`src/rtl/program_loader_if.sv`:
```
// program_loader_if
// Bundles the host byte link (valid/ready) and the instruction-memory write
// port of the program loader, plus the CPU hold / status outputs.
//   rx_valid, rx_data   host -> loader byte stream
//   rx_ready            loader -> host, byte accepted when rx_valid & rx_ready
//   mem_we, mem_addr,
//   mem_wdata           loader -> instruction memory write port
//   cpu_init            processor hold, high = hold in reset
//   done, error         load status
// Modports: master = loader side, slave = host / memory / CPU side.
interface program_loader_if #(
    parameter int ADDR_W = 16
);
    logic              rx_valid;
    logic [7:0]        rx_data;
    logic              rx_ready;
    logic              mem_we;
    logic [ADDR_W-1:0] mem_addr;
    logic [15:0]       mem_wdata;
    logic              cpu_init;
    logic              done;
    logic              error;

    modport master (
        input  rx_valid, rx_data,
        output rx_ready, mem_we, mem_addr, mem_wdata, cpu_init, done, error
    );

    modport slave (
        output rx_valid, rx_data,
        input  rx_ready, mem_we, mem_addr, mem_wdata, cpu_init, done, error
    );
endinterface

```
`src/rtl/program_loader.sv`:
```
// program_loader
// Receives a framed byte stream, assembles 16-bit instruction words and writes
// them sequentially into instruction memory starting at BASE_ADDR. The CPU is
// held via cpu_init until a complete image has been loaded.
// Frame: SYNC_BYTE, LEN_HI, LEN_LO, N x {DATA_HI, DATA_LO}, [CHK]
// Ports:
//   clk    rising-edge clock
//   reset  synchronous, active-high
//   bus    program_loader_if.master (byte link, memory write port, status)
// Build option: define LOADER_CHECKSUM_EN to require a trailing XOR checksum
// byte (XOR of LEN_HI, LEN_LO and all data bytes) before releasing the CPU.
//
// state   | meaning
// --------+----------------------------------------------------------
// IDLE    | hunting for SYNC_BYTE, other bytes dropped
// LEN_HI  | waiting for word-count high byte
// LEN_LO  | waiting for word-count low byte, range check
// DATA_HI | waiting for instruction high byte
// DATA_LO | waiting for instruction low byte
// WRITE   | one-cycle memory write strobe, no byte accepted
// CHECK   | waiting for checksum byte (checksum build only)
// DONE    | image loaded, CPU released, SYNC_BYTE restarts a load
// ERROR   | frame rejected, CPU held, exit by reset only
module program_loader #(
    parameter int                ADDR_W    = 16,
    parameter logic [ADDR_W-1:0] BASE_ADDR = '0,
    parameter int                MAX_WORDS = 256,
    parameter logic [7:0]        SYNC_BYTE = 8'hA5
) (
    input  logic            clk,
    input  logic            reset,
    program_loader_if.master bus
);
    typedef enum logic [3:0] {
        IDLE, LEN_HI, LEN_LO, DATA_HI, DATA_LO, WRITE, CHECK, DONE, ERROR
    } state_t;

    localparam logic [15:0] MAX_N = 16'(MAX_WORDS);

    state_t      state;
    logic [7:0]  len_hi_q;
    logic [7:0]  data_hi_q;
    logic [15:0] len_q;
    logic [15:0] count_q;
    logic [15:0] len_in;
    logic        rx_fire;
`ifdef LOADER_CHECKSUM_EN
    logic [7:0]  csum_q;
`endif

    // Ready is decoded from state so the host sees back-pressure in the same
    // cycle as the write strobe.
    assign bus.rx_ready = !reset && (state != WRITE) && (state != ERROR);
    assign rx_fire      = bus.rx_valid && bus.rx_ready;
    assign len_in       = {len_hi_q, bus.rx_data};

    always_ff @(posedge clk) begin
        if (reset) begin
            state         <= IDLE;
            bus.mem_we    <= 1'b0;
            bus.mem_addr  <= BASE_ADDR;
            bus.mem_wdata <= 16'h0;
            bus.cpu_init  <= 1'b1;
            bus.done      <= 1'b0;
            bus.error     <= 1'b0;
            len_hi_q      <= 8'h0;
            data_hi_q     <= 8'h0;
            len_q         <= 16'h0;
            count_q       <= 16'h0;
`ifdef LOADER_CHECKSUM_EN
            csum_q        <= 8'h0;
`endif
        end else begin
            case (state)
                IDLE: begin
                    if (rx_fire && bus.rx_data == SYNC_BYTE) begin
                        state <= LEN_HI;
`ifdef LOADER_CHECKSUM_EN
                        csum_q <= 8'h0;
`endif
                    end
                end
                LEN_HI: begin
                    if (rx_fire) begin
                        len_hi_q <= bus.rx_data;
                        state    <= LEN_LO;
`ifdef LOADER_CHECKSUM_EN
                        csum_q   <= csum_q ^ bus.rx_data;
`endif
                    end
                end
                LEN_LO: begin
                    if (rx_fire) begin
                        len_q        <= len_in;
                        count_q      <= 16'h0;
                        bus.mem_addr <= BASE_ADDR;
`ifdef LOADER_CHECKSUM_EN
                        csum_q       <= csum_q ^ bus.rx_data;
`endif
                        if (len_in > MAX_N) begin
                            state     <= ERROR;
                            bus.error <= 1'b1;
                        end else if (len_in == 16'h0) begin
`ifdef LOADER_CHECKSUM_EN
                            state        <= CHECK;
`else
                            state        <= DONE;
                            bus.done     <= 1'b1;
                            bus.cpu_init <= 1'b0;
`endif
                        end else begin
                            state <= DATA_HI;
                        end
                    end
                end
                DATA_HI: begin
                    if (rx_fire) begin
                        data_hi_q <= bus.rx_data;
                        state     <= DATA_LO;
`ifdef LOADER_CHECKSUM_EN
                        csum_q    <= csum_q ^ bus.rx_data;
`endif
                    end
                end
                DATA_LO: begin
                    if (rx_fire) begin
                        bus.mem_wdata <= {data_hi_q, bus.rx_data};
                        bus.mem_we    <= 1'b1;
                        state         <= WRITE;
`ifdef LOADER_CHECKSUM_EN
                        csum_q        <= csum_q ^ bus.rx_data;
`endif
                    end
                end
                WRITE: begin
                    // Address advances after the strobe; wraps at 2^ADDR_W.
                    bus.mem_we   <= 1'b0;
                    bus.mem_addr <= bus.mem_addr + ADDR_W'(1);
                    count_q      <= count_q + 16'd1;
                    if (count_q + 16'd1 == len_q) begin
`ifdef LOADER_CHECKSUM_EN
                        state        <= CHECK;
`else
                        state        <= DONE;
                        bus.done     <= 1'b1;
                        bus.cpu_init <= 1'b0;
`endif
                    end else begin
                        state <= DATA_HI;
                    end
                end
`ifdef LOADER_CHECKSUM_EN
                CHECK: begin
                    if (rx_fire) begin
                        if (bus.rx_data == csum_q) begin
                            state        <= DONE;
                            bus.done     <= 1'b1;
                            bus.cpu_init <= 1'b0;
                        end else begin
                            state     <= ERROR;
                            bus.error <= 1'b1;
                        end
                    end
                end
`endif
                DONE: begin
                    if (rx_fire && bus.rx_data == SYNC_BYTE) begin
                        state        <= LEN_HI;
                        bus.cpu_init <= 1'b1;
                        bus.done     <= 1'b0;
`ifdef LOADER_CHECKSUM_EN
                        csum_q       <= 8'h0;
`endif
                    end
                end
                ERROR: begin
                    bus.cpu_init <= 1'b1;
                    bus.error    <= 1'b1;
                end
                default: begin
                    state <= IDLE;
                end
            endcase
        end
    end
endmodule

```
`src/flat_wrapper.sv`:
```
// flat-port wrapper written by rule: the top's interface ports become plain ports
module program_loader_flat 
#(
    parameter int                ADDR_W    = 16,
    parameter logic [ADDR_W-1:0] BASE_ADDR = '0,
    parameter int                MAX_WORDS = 256,
    parameter logic [7:0]        SYNC_BYTE = 8'hA5
)
  (clk, reset, bus_rx_valid, bus_rx_data, bus_rx_ready, bus_mem_we, bus_mem_addr, bus_mem_wdata, bus_cpu_init, bus_done, bus_error);
  program_loader_if #(.ADDR_W(ADDR_W)) bus_i ();
  input  logic clk;
  input  logic reset;
  input wire logic [$bits(bus_i.rx_valid)-1:0] bus_rx_valid;
  input wire logic [$bits(bus_i.rx_data)-1:0] bus_rx_data;
  output wire logic [$bits(bus_i.rx_ready)-1:0] bus_rx_ready;
  output wire logic [$bits(bus_i.mem_we)-1:0] bus_mem_we;
  output wire logic [$bits(bus_i.mem_addr)-1:0] bus_mem_addr;
  output wire logic [$bits(bus_i.mem_wdata)-1:0] bus_mem_wdata;
  output wire logic [$bits(bus_i.cpu_init)-1:0] bus_cpu_init;
  output wire logic [$bits(bus_i.done)-1:0] bus_done;
  output wire logic [$bits(bus_i.error)-1:0] bus_error;
  assign bus_i.rx_valid = bus_rx_valid;
  assign bus_i.rx_data = bus_rx_data;
  assign bus_rx_ready = bus_i.rx_ready;
  assign bus_mem_we = bus_i.mem_we;
  assign bus_mem_addr = bus_i.mem_addr;
  assign bus_mem_wdata = bus_i.mem_wdata;
  assign bus_cpu_init = bus_i.cpu_init;
  assign bus_done = bus_i.done;
  assign bus_error = bus_i.error;
  program_loader #(.ADDR_W(ADDR_W), .BASE_ADDR(BASE_ADDR), .MAX_WORDS(MAX_WORDS), .SYNC_BYTE(SYNC_BYTE)) u_core (.clk(clk), .reset(reset), .bus(bus_i));
endmodule
```
`config.mk`:
```
export PLATFORM = sky130hd
export DESIGN_NAME = program_loader_flat
export DESIGN_NICKNAME = d
export VERILOG_FILES = /design/src/rtl/program_loader_if.sv /design/src/rtl/program_loader.sv /design/src/flat_wrapper.sv
export SDC_FILE = /design/constraint.sdc
export NUM_CORES = 1
export LEC_CHECK = 0
export ABC_AREA = 0
export CORE_ASPECT_RATIO = 1.5
export CORE_MARGIN = 2
export CORE_UTILIZATION = 30
export DETAILED_ROUTE_END_ITERATION = 12
export PLACE_DENSITY_LB_ADDON = 0.1
export SLEW_MARGIN = 20
export SYNTH_ARGS = -nofsm -noshare
export SYNTH_HDL_FRONTEND = slang
export SYNTH_SLANG_ARGS = --single-unit
export TNS_END_PERCENT = 10
```
`constraint.sdc`:
```
create_clock -name clk -period 5 [get_ports clk]
set_clock_uncertainty 0.05 [all_clocks]
set_input_delay 0.75 -clock clk [delete_from_list [all_inputs] [get_ports clk]]
set_output_delay 0.75 -clock clk [all_outputs]
set_load 0.01 [all_outputs]
```
== Word-level counts from Yosys, hierarchy flattened ==
Index checks and enable logic that the tools add are counted.
Word-level totals
  flip-flop bits (word level): 88
  bits of input ports: 11
  output and inout port bits: 37
  word-level logic and storage cells: 88
Cells by class
  add/subtract/negate cells: 2
  magnitude comparators: 1
  equality and inequality tests: 21
  multiplexer cells: 29
  bitwise logic cells: 1
  reductions and logical operators: 23
Operators by type and width (count)
  $pmux W16 S2: 2
  $add A16 B1 Y16 const B: 2
  $pmux W4 S7: 1
  $mux W4: 6
  $ne A2 B1 Y1 const B: 9
  $reduce_and A6 Y1: 3
  $eq A16 B16 Y1: 1
  $gt A16 B9 Y1 const B: 1
  $logic_not A16 Y1: 1
  $mux W16: 1
  $mux W1: 13
  $eq A4 B3 Y1 const B: 3
  $reduce_and A2 Y1: 6
  $eq A4 B2 Y1 const B: 2
  $eq A8 B8 Y1 const B: 1
  $mux W3: 2
  $reduce_bool A2 Y1: 3
  $eq A4 B1 Y1 const B: 1
  $eq A4 B4 Y1 const B: 1
  $logic_and A1 B1 Y1: 4
  $logic_not A4 Y1: 1
  $ne A4 B3 Y1 const B: 1
  $ne A4 B4 Y1 const B: 1
  $pmux W1 S2: 2
  9 further kinds: 9

== Depth between registers and ports, before layout ==
Gate-level depths: netlist of the first run.
  word-level depth: 7
  depth in mapped cells: 10
  depth with buffers taken out: 8

== Least setup slack after synthesis of the first run ==
No wires, ideal clock.
  path kind: input to register
  start point: input reset
  end point: register u_core.len_q[10]
  library setup time: 0.070 ns
  data arrival time: 2.266 ns
  data required time: 4.880 ns
  setup slack: 2.614 ns
  stages: 10
  path buffers: 4
  cell sequence: buf_4 -> nand2b_1 -> clkbuf_1 -> nor2_1 -> nand2_1 -> nor2_1 -> clkbuf_1 -> buf_1 -> nand2_1 -> a21oi_1
On the way
  word-level cells in the longest chain between the ends: 5
Ends and longest elaborated chain
  from (decl): line flat_wrapper.sv:12  | input logic reset;
  $logic_not A1 Y1: line program_loader.sv:53  | assign bus.rx_ready = !reset && (state != WRITE) && (state != ERROR);
  $logic_and A1 B1 Y1 (2 in series): line program_loader.sv:53
  $logic_and A1 B1 Y1: line program_loader.sv:54  | assign rx_fire = bus.rx_valid && bus.rx_ready;
  $reduce_and A2 Y1 (no source line)
  to (signal assigned): line program_loader.sv:94  | len_q <= len_in;
  to (decl): line program_loader.sv:43  | logic [15:0] len_q;
Parallel ways exist; a longest one is shown, timed or not.
A chain may end at the register's enable or synchronous reset.

== Worst setup path in the final report of the first run ==
  start point: input bus_rx_valid
  end point: register u_core.count_q[14]
On the way
  word-level cells in the longest chain between the ends: 3
Ends and longest elaborated chain
  from (decl): line flat_wrapper.sv:13  | input wire logic [$bits(bus_i.rx_valid)-1:0] bus_rx_valid;
  $logic_and A1 B1 Y1: line program_loader.sv:54
  $ne A2 B1 Y1 (no source line)
  $reduce_and A2 Y1 (no source line)
  to (signal assigned): line program_loader.sv:139  | count_q <= count_q + 16'd1;
  to (decl): line program_loader.sv:44  | logic [15:0] count_q;
No other way between the ends.

==> impl_metrics.tcl, run 1 <==
set metrics [dict create \
    rrSetupSlack_ns 1.93 \
    avgViaCountPerCell 5.03 \
    ctsHoldBuffers 0 \
    ys_types 56 \
    critical_path.cell_chain "clkdlybuf4s50_1, nand2b_1, nor3b_1, nand2_1, nand2_1, o21ai_0, a22oi_1, nor2_1" \
    worstPathArrival_ns 3.45 \
    intPower_uw 1100 \
    cts_buffers 9 \
    overflow 0 \
    grt_pass1_vias 3639 \
    cts_tree "built" \
    synth_top_area_cell "dfxtp_1" \
    ios 48 \
    avgSynthCellArea_um2 7.94 \
    worstSetupPathType "in2reg" \
    drive_gt1_share_pct 6.64 \
    netlist_area_mm2 0.00430 \
    ys.flop_type "dfxtp_1" \
    p_sw_share_pct 22.5 \
    worst_pin_slew_ns 0.988 \
    firstDrtPassIters 4 \
    wl_met2_mm 5.65 \
    fp-row-count 53 \
    slowest_stage "nand2_1" \
    tns_ns 0 \
    synth-async-reset-ratio_pct 0 \
    max_stage_delay_ns 0.76 \
    antenna_found_initial 0 \
    clkLatencyLatePin_ns 0.34 \
    synth_edf_count 0 \
    ys_ff_latch 88 \
    start_util_pct 30.8 \
    finalNetCount 580 \
    yosys_warnings 0 \
    wl_met1_mm 5.13 \
    syn_inst 542 \
    routed_wl_mm 11.3 \
    path_clk_slew_ns 0.07 \
    highest_layer "met4" \
    grt_pass1_wl_mm 18.7 \
    layout_min_cycle_time_ns 3.32 \
    ctsRootBufferMaster "clkbuf_16" \
    dieWidth_um 102 \
    critPathMaxFanout 22 \
    yosysSeqAreaShare_pct 40.9 \
    antenna_cells 0 \
    critPathBufInv 1 \
    drcViolationCount 0 \
    cellPowerDensity_mw_per_mm2 275 \
    p_clk_share_pct 48.3 \
    rsz0062_at_grt "false" \
    first_iter_violations 120 \
    fin_area_mm2 0.00516 \
    max_freq_mhz 301 \
    place_congestion 0.831 \
    setup_viol 0 \
    status "finished clean" \
    dp_hpwl_mm 7.61 \
    pwr-share-seq_pct 49.5 \
    cts-resized-gates 0 \
    cts_sinks 88 \
    die_h_um 151 \
    syn_to_final_growth_pct 19.9 \
    coreArea_mm2 0.0140 \
    drtAntennaViolNets 0 \
    synth_fp_nets 555 \
    fin_crit_sh_pct 66.3 \
    grt_usage_pct 15.4 \
    power.leakage_uw 0.00180 \
    max_cap_viol_count 0 \
    start_kind "primary input" \
    cp_common_cell "nand2_1" \
    wl_per_cell_um 14.8 \
    cts_htree_levels 3 \
    synth_area_leaders "dfxtp_1 41%, nand2_1 8.9%, a21oi_1 6.4%" \
    end_kind "flip-flop" \
    maxSlewHeadroom_pct 34.1 \
    crit_family "simple AND/OR/NAND/NOR gates" \
    place_area_mm2 0.00486 \
    finalHoldViolCount 0 \
    postCtsSetupRepairBufs 0 \
    num_vias 3846 \
    clockBufferDepth 2 \
    drv_slew 0 \
    grt_start_max_net_pins 91 \
    yosys.area.top_type_share_pct 40.9 \
    fill_cells 1474 \
    hold_class "reg2reg" \
    cp.required_ns 5.13 \
    combPwrFrac_pct 2.2 \
    ir_drop_v 0.000177 \
    die_area_mm2 0.0153 \
    switchingPower_uw 319 \
    route.met3.wl_um 288 \
    port_buffers 47 \
]
cells by family (layout without fill, tap and decap cells):
kind of cell | after synthesis | after routing | synth area share (%)
AOI/OAI and AO/OA | 114 | 114 | 15.8
xor gates and xnor gates | 26 | 26 | 5.29
adders and majority gates | 2 | 2 | 0.581
buffers and inverters | 39 | 69 | 4.30
DFF | 88 | 88 | 40.9
muxes | 19 | 19 | 4.51
and+or+nand+nor | 254 | 254 | 28.6
tightest hold or removal path: cells and delay by family (launching register included):
kind,cells,cell delay (ns)
compound gates,1,0.05
flops,1,0.31
simple gates,1,0.06
Yosys cell counts (all sizes together), types with 8 or more instances:
| cell type | number |
|---|---|
| xnor2 | 17 |
| nor3 | 19 |
| clkbuf | 22 |
| a311oi | 9 |
| nand4 | 8 |
| nor2 | 65 |
| nand2 | 102 |
| buf | 15 |
| o21ai | 23 |
| nor4 | 11 |
| nand3 | 17 |
| xor2 | 9 |
| dfxtp | 88 |
| a21oi | 55 |
| mux2i | 16 |
final cells by class:
cell class                 instances  area (um^2)  share of cell area, %
inverter                           2         7.51                  0.145
multi-input combinational        415         2360                   45.7
sequential                        88         1760                   34.1
timing repair buffer              51          495                   9.60
tap                              192          240                   4.66
clock buffer                       9          225                   4.36
clock inverter                     7         72.6                   1.41
metal layers:
layer  track usage, %  vias up
li1                 -     1956
met1             19.1     1815
met2             26.1       61
met3             3.06       14
met4             5.81        0
met5                0        -
per-stage QoR:
step	util (%)	setup slack, ns	hold slack (ns)	power (uW)	std cells
after floorplan	-	2.61	0.382	731	542
after global placement	34.7	1.43	0.392	749	748
after detailed placement	34.7	1.31	0.400	749	748
after CTS	36.9	1.65	0.409	1440	764
after global routing	36.9	1.35	0.428	1470	764
final	36.9	1.68	0.405	1420	764
flip-flops by register name (all words and copies together) (netlist names):
name / cells
u_core.bus.cpu_init: 1
u_core.bus.done: 1
u_core.bus.error: 1
u_core.bus.mem_addr: 16
u_core.bus.mem_wdata: 16
u_core.bus.mem_we: 1
u_core.count_q: 16
u_core.data_hi_q: 8
u_core.len_hi_q: 8
u_core.len_q: 16
u_core.state: 4
final timing paths:
path	from	to	cells past startpoint
setup / recovery	bus_rx_valid	u_core.count_q[14]	8
hold / removal	u_core.data_hi_q[7]	u_core.bus.mem_wdata[15]	2
setup reg to reg	u_core.count_q[0]	u_core.bus.cpu_init	8
hold reg to reg	u_core.data_hi_q[7]	u_core.bus.mem_wdata[15]	2
placed cells by master (no fill, tap or decap), types with 4 or more instances in the layout:
cell type / n
a21oi_1: 55
a22oi_1: 7
a311oi_1: 9
a31oi_1: 5
buf_4: 4
clkbuf_16: 9
clkdlybuf4s50_1: 46
dfxtp_1: 88
mux2i_1: 16
nand2_1: 102
nand2b_1: 5
nand3_1: 16
nand4_1: 7
nor2_1: 65
nor3_1: 18
nor4_1: 8
o21ai_0: 23
or3_1: 4
xnor2_1: 17
xor2_1: 9
power by group through the flow:
stage          Clock (uW)  Combinational, uW  Sequential, uW
6_report              684               31.6             701
5_1_grt               738               34.3             700
4_1_cts               703               32.5             700
3_5_place_dp            0               32.4             717
3_3_place_gp            0               32.0             717
2_1_floorplan           0               14.4             717
Note: power is estimated with default switching activity, not from simulation.
==> inputs of run 2 (changes only) <==
Clock period 5 ns to 3.4 ns, I/O delays scaled along.
==> impl_metrics.tcl, run 2 (synthesized netlist as in run 1, its figures left out) <==
set metrics [dict create \
    intPower_uw 1640 \
    r2r-start "u_core.count_q[0]" \
    final_common_cell "nand2_1" \
    place_inst 752 \
    coreArea_mm2 0.0140 \
    avgViaCountPerCell 5.05 \
    routed_wl_mm 11.6 \
    status "finished clean" \
    hold_class "reg2reg" \
    dp_hpwl_mm 7.97 \
    power_uw 2100 \
    drv_slew 0 \
    max_freq_mhz 349 \
    cellPowerDensity_mw_per_mm2 403 \
    final_cell_mix "102 x nand2_1, 88 x dfxtp_1, 65 x nor2_1, 55 x a21oi_1, 46 x clkdlybuf4s50_1" \
    critPathMaxFanout 11 \
    overflow 0 \
    fill_cells 1483 \
    cts_buffers 9 \
    drcViolationCount 0 \
    first_iter_violations 155 \
    grt_pass1_wl_mm 19.4 \
    ir_drop_v 0.000202 \
    grt_pass1_vias 3714 \
    path_clk_slew_ns 0.07 \
    setup_viol 0 \
    firstDrtPassIters 4 \
    rsz0062_at_grt "false" \
    fin_crit_sh_pct 84.3 \
    cts-resized-gates 0 \
    p_sw_share_pct 21.9 \
    power.leakage_uw 0.00183 \
    start_util_pct 30.8 \
    switchingPower_uw 458 \
    finalHoldViolCount 0 \
    clkLatencyLatePin_ns 0.34 \
    antenna_cells 0 \
    tns_ns 0 \
    num_vias 3876 \
    combPwrFrac_pct 2.2 \
    cp.required_ns 3.57 \
    end_kind "flip-flop" \
    worstPathArrival_ns 3.04 \
    drtAntennaViolNets 0 \
    fp-row-count 53 \
    finalNetCount 584 \
    cts_sinks 88 \
    ios 48 \
    ctsHoldBuffers 0 \
    ctsRootBufferMaster "clkbuf_16" \
    layout_min_cycle_time_ns 2.87 \
    critical_path.startpoint "u_core.count_q[0]" \
    clockBufferDepth 2 \
    finalNonFillerCells 768 \
    place_congestion 0.837 \
    grt_start_max_net_pins 90 \
    die_h_um 151 \
    p_clk_share_pct 48.6 \
    drive_gt1_share_pct 7.29 \
    postCtsSetupRepairBufs 0 \
    max_cap_viol_count 0 \
    cts_tree "built" \
    dieWidth_um 102 \
    grt_usage_pct 16.2 \
    antenna_found_initial 0 \
    cts_htree_levels 3 \
    die_area_mm2 0.0153 \
    syn_to_final_growth_pct 20.8 \
    hp-start "u_core.bus.mem_wdata[2]" \
    start_kind "flip-flop" \
    wl_per_cell_um 15.1 \
    port_buffers 47 \
    worstSetupPathType "reg2reg" \
    maxSlewHeadroom_pct 35.7 \
    pwr-share-seq_pct 49.1 \
    worst_pin_slew_ns 0.965 \
]
-- run 2: final cells by class --
type	count	area [um^2]	share of cell area [%]
repair buffers	55	526	10.1
flip-flops and latches	88	1760	33.9
well taps	192	240	4.62
inverters	2	7.51	0.144
multi-input cells	415	2360	45.4
clock buffers	10	239	4.60
clock inverters	6	66.3	1.28
-- run 2: routing by layer --
layer / up-vias / track usage [%] / routed length [um]
li1: 1958 / - / -
met1: 1852 / 20.1 / 5100
met2: 56 / 28.1 / 6050
met3: 10 / 2.41 / 312
met4: 0 / 5.47 / 160
met5: - / 0 / 0
-- run 2: path summary, 6_finish.rpt --
path / to / slack, ns / cells past startpoint
max reg2reg: u_core.bus.cpu_init / 0.53 / 8
max: u_core.bus.cpu_init / 0.53 / 8
min reg2reg: u_core.bus.mem_wdata[2] / 0.40 / 2
min: u_core.bus.mem_wdata[2] / 0.40 / 2
-- run 2: critical path: stages, from the launching register on --
cell and delay [ns]:
dfxtp_1 0.47, ha_1 0.33, nand3_1 0.35, nor4_1 0.65
xnor2_1 0.19, nand4_1 0.16, nor4_4 0.29, nand2b_1 0.18
a22oi_1 0.08
-- run 2: power by group through the flow --
stage / clock network, uW / logic (uW) / registers [uW]
global placement: 0 / 48.0 / 1050
floorplan: 0 / 21.2 / 1050
CTS: 1060 / 48.0 / 1030
detailed placement: 0 / 47.7 / 1050
finish: 1020 / 47.1 / 1030
global route: 1110 / 51.2 / 1030
-- run 2: stage by stage --
step | util (%) | setup WS, ns | hold slack (ns) | cell area [um^2]
after floorplan | - | 1.08 | 0.382 | 4300
after CTS | 37.1 | 0.527 | 0.405 | 5200
after global routing | 37.1 | 0.244 | 0.424 | 5200
after global placement | 35.0 | 0.565 | 0.394 | 4890
after detailed placement | 35.0 | 0.560 | 0.397 | 4890
final | 37.1 | 0.534 | 0.404 | 5200
==> inputs of run 3 (changes only) <==
Clock period 3.4 ns to 2.3 ns, I/O delays scaled along.
==> impl_metrics.tcl, run 3 (synthesized netlist as in run 1, its figures left out) <==
set metrics [dict create \
    status "complete, but fails checks" \
    violations "setup timing" \
    port_buffers 47 \
    critPathBufInv 2 \
    dieWidth_um 102 \
    grt_pass1_vias 4088 \
    drtAntennaViolNets 0 \
    drcViolationCount 0 \
    drv_slew 0 \
    critPathMaxFanout 7 \
    critical_path.cell_chain "buf_6, nand4_4, nor4_4, xnor2_1, or3_4, nor4_4, buf_4, nand2b_4, a22oi_1" \
    hold_class "reg2reg" \
    end_kind "flip-flop" \
    ir_drop_v 0.000277 \
    max_freq_mhz 428 \
    clkLatencyLatePin_ns 0.35 \
    cts_sinks 88 \
    firstDrtPassIters 4 \
    final_common_cell "nand2_1" \
    cts_tree "built" \
    maxSlewHeadroom_pct 34.1 \
    slowest_stage "nor4_4" \
    postLayoutCoreUtil_pct 41.3 \
    die_h_um 151 \
    worstPathArrival_ns 2.51 \
    drive_gt1_share_pct 19.2 \
    coreArea_mm2 0.0140 \
    cellPowerDensity_mw_per_mm2 528 \
    ctsRootBufferMaster "clkbuf_16" \
    wl_per_cell_um 14.7 \
    layout_min_cycle_time_ns 2.34 \
    overflow 0 \
    grt_pass1_wl_mm 20.4 \
    first_iter_violations 137 \
    final_cell_mix "102 x nand2_1, 81 x dfxtp_1, 65 x nor2_1, 64 x buf_4, 54 x a21oi_1" \
    crit_family "simple AND/OR/NAND/NOR gates" \
    routed_wl_mm 12.2 \
    num_vias 4108 \
    hold_slack_ns 0.405 \
    place_congestion 0.875 \
    grt_usage_pct 16.8 \
    syn_to_final_growth_pct 34.2 \
    cts_htree_levels 3 \
    worst_slack_ns -0.0387 \
    ios 48 \
    max_stage_delay_ns 0.35 \
    post-place-ws_ns -0.224 \
    start_util_pct 30.8 \
    path_clk_slew_ns 0.07 \
    start_kind "flip-flop" \
    cp.required_ns 2.47 \
    die_area_mm2 0.0153 \
    antenna_found_initial 0 \
    antenna_cells 0 \
    dp_hpwl_mm 8.55 \
    cts_buffers 9 \
    grt_start_max_net_pins 90 \
    max_cap_viol_count 0 \
    power.leakage_uw 0.00217 \
    rsz0062_at_grt "true" \
    power_uw 3050 \
    worstSetupPathType "reg2reg" \
    clockBufferDepth 2 \
    avgViaCountPerCell 4.97 \
    cp_common_cell "nor4_4" \
    worst_pin_slew_ns 0.988 \
    ctsHoldBuffers 0 \
    fp-row-count 53 \
    finalHoldViolCount 0 \
    setup_viol 1 \
    finalNetCount 643 \
    fin_crit_sh_pct 102 \
]
==> run 3: cell count changes in the layout (fill, tap and decap cells not counted), sizes merged <==
| cell | previous run | this run |
|---|---|---|
| buf | 9 | 68 |
| inv | 4 | 7 |
| clkinvlp | 0 | 2 |
| clkinv | 3 | 0 |
| clkbuf | 10 | 9 |
| bufinv | 1 | 0 |
==> run 3: per-layer routing <==
metal	vias up	track usage [%]	part of all wire (%)
met5	-	0	0
met4	0	5.61	1.8
met3	14	3.20	2.7
met2	58	30.4	52
met1	1948	19.4	43
li1	2088	-	-
==> run 3: through the flow <==
step | area [um^2] | setup TNS [ns] | instances
after CTS | 5710 | -0.0278 | 823
after floorplan | 4320 | 0 | 542
after detailed placement | 5310 | -0.827 | 804
after global routing | 5780 | -0.265 | 827
after global placement | 5310 | -0.774 | 804
final | 5780 | -0.0387 | 827
==> run 3: layout make-up <==
class	instances	area [um^2]
clock buffers	9	225
clock inverters	7	61.3
fillers	1480	8220
inverters	2	7.51
multi-input cells	415	2480
flip-flops and latches	88	1770
well taps	192	240
repair buffers	114	988
==> run 3: worst register-to-register path, stage by stage, from the launching register on <==
cell and delay [ns]:
dfxtp_2 0.34, buf_6 0.11, nand4_4 0.19, nor4_4 0.35
xnor2_1 0.10, or3_4 0.35, nor4_4 0.34, buf_4 0.19
nand2b_4 0.12, a22oi_1 0.07
==> run 3: report_power, final <==
group          switching [uW]  total (uW)  internal (uW)
Combinational            50.2        83.4           33.2
Sequential             0.0566        1520           1520
Clock                     688        1440            756
==> run 3: path summary, 6_finish.rpt <==
check / slack [ns] / endpoint / cells past startpoint / startpoint
hold / removal: 0.41 / u_core.bus.mem_wdata[1] / 2 / u_core.bus.mem_wdata[1]
setup reg to reg: -0.04 / u_core.bus.cpu_init / 9 / u_core.count_q[1]
hold reg to reg: 0.41 / u_core.bus.mem_wdata[1] / 2 / u_core.bus.mem_wdata[1]
setup / recovery: -0.04 / u_core.bus.cpu_init / 9 / u_core.count_q[1]
==> run 3: repair_timing <==
action,CTS,global route
resized for setup,22,7
pin swaps,7,6
buffers inserted,3,4
endpoints found under the setup margin,3,5
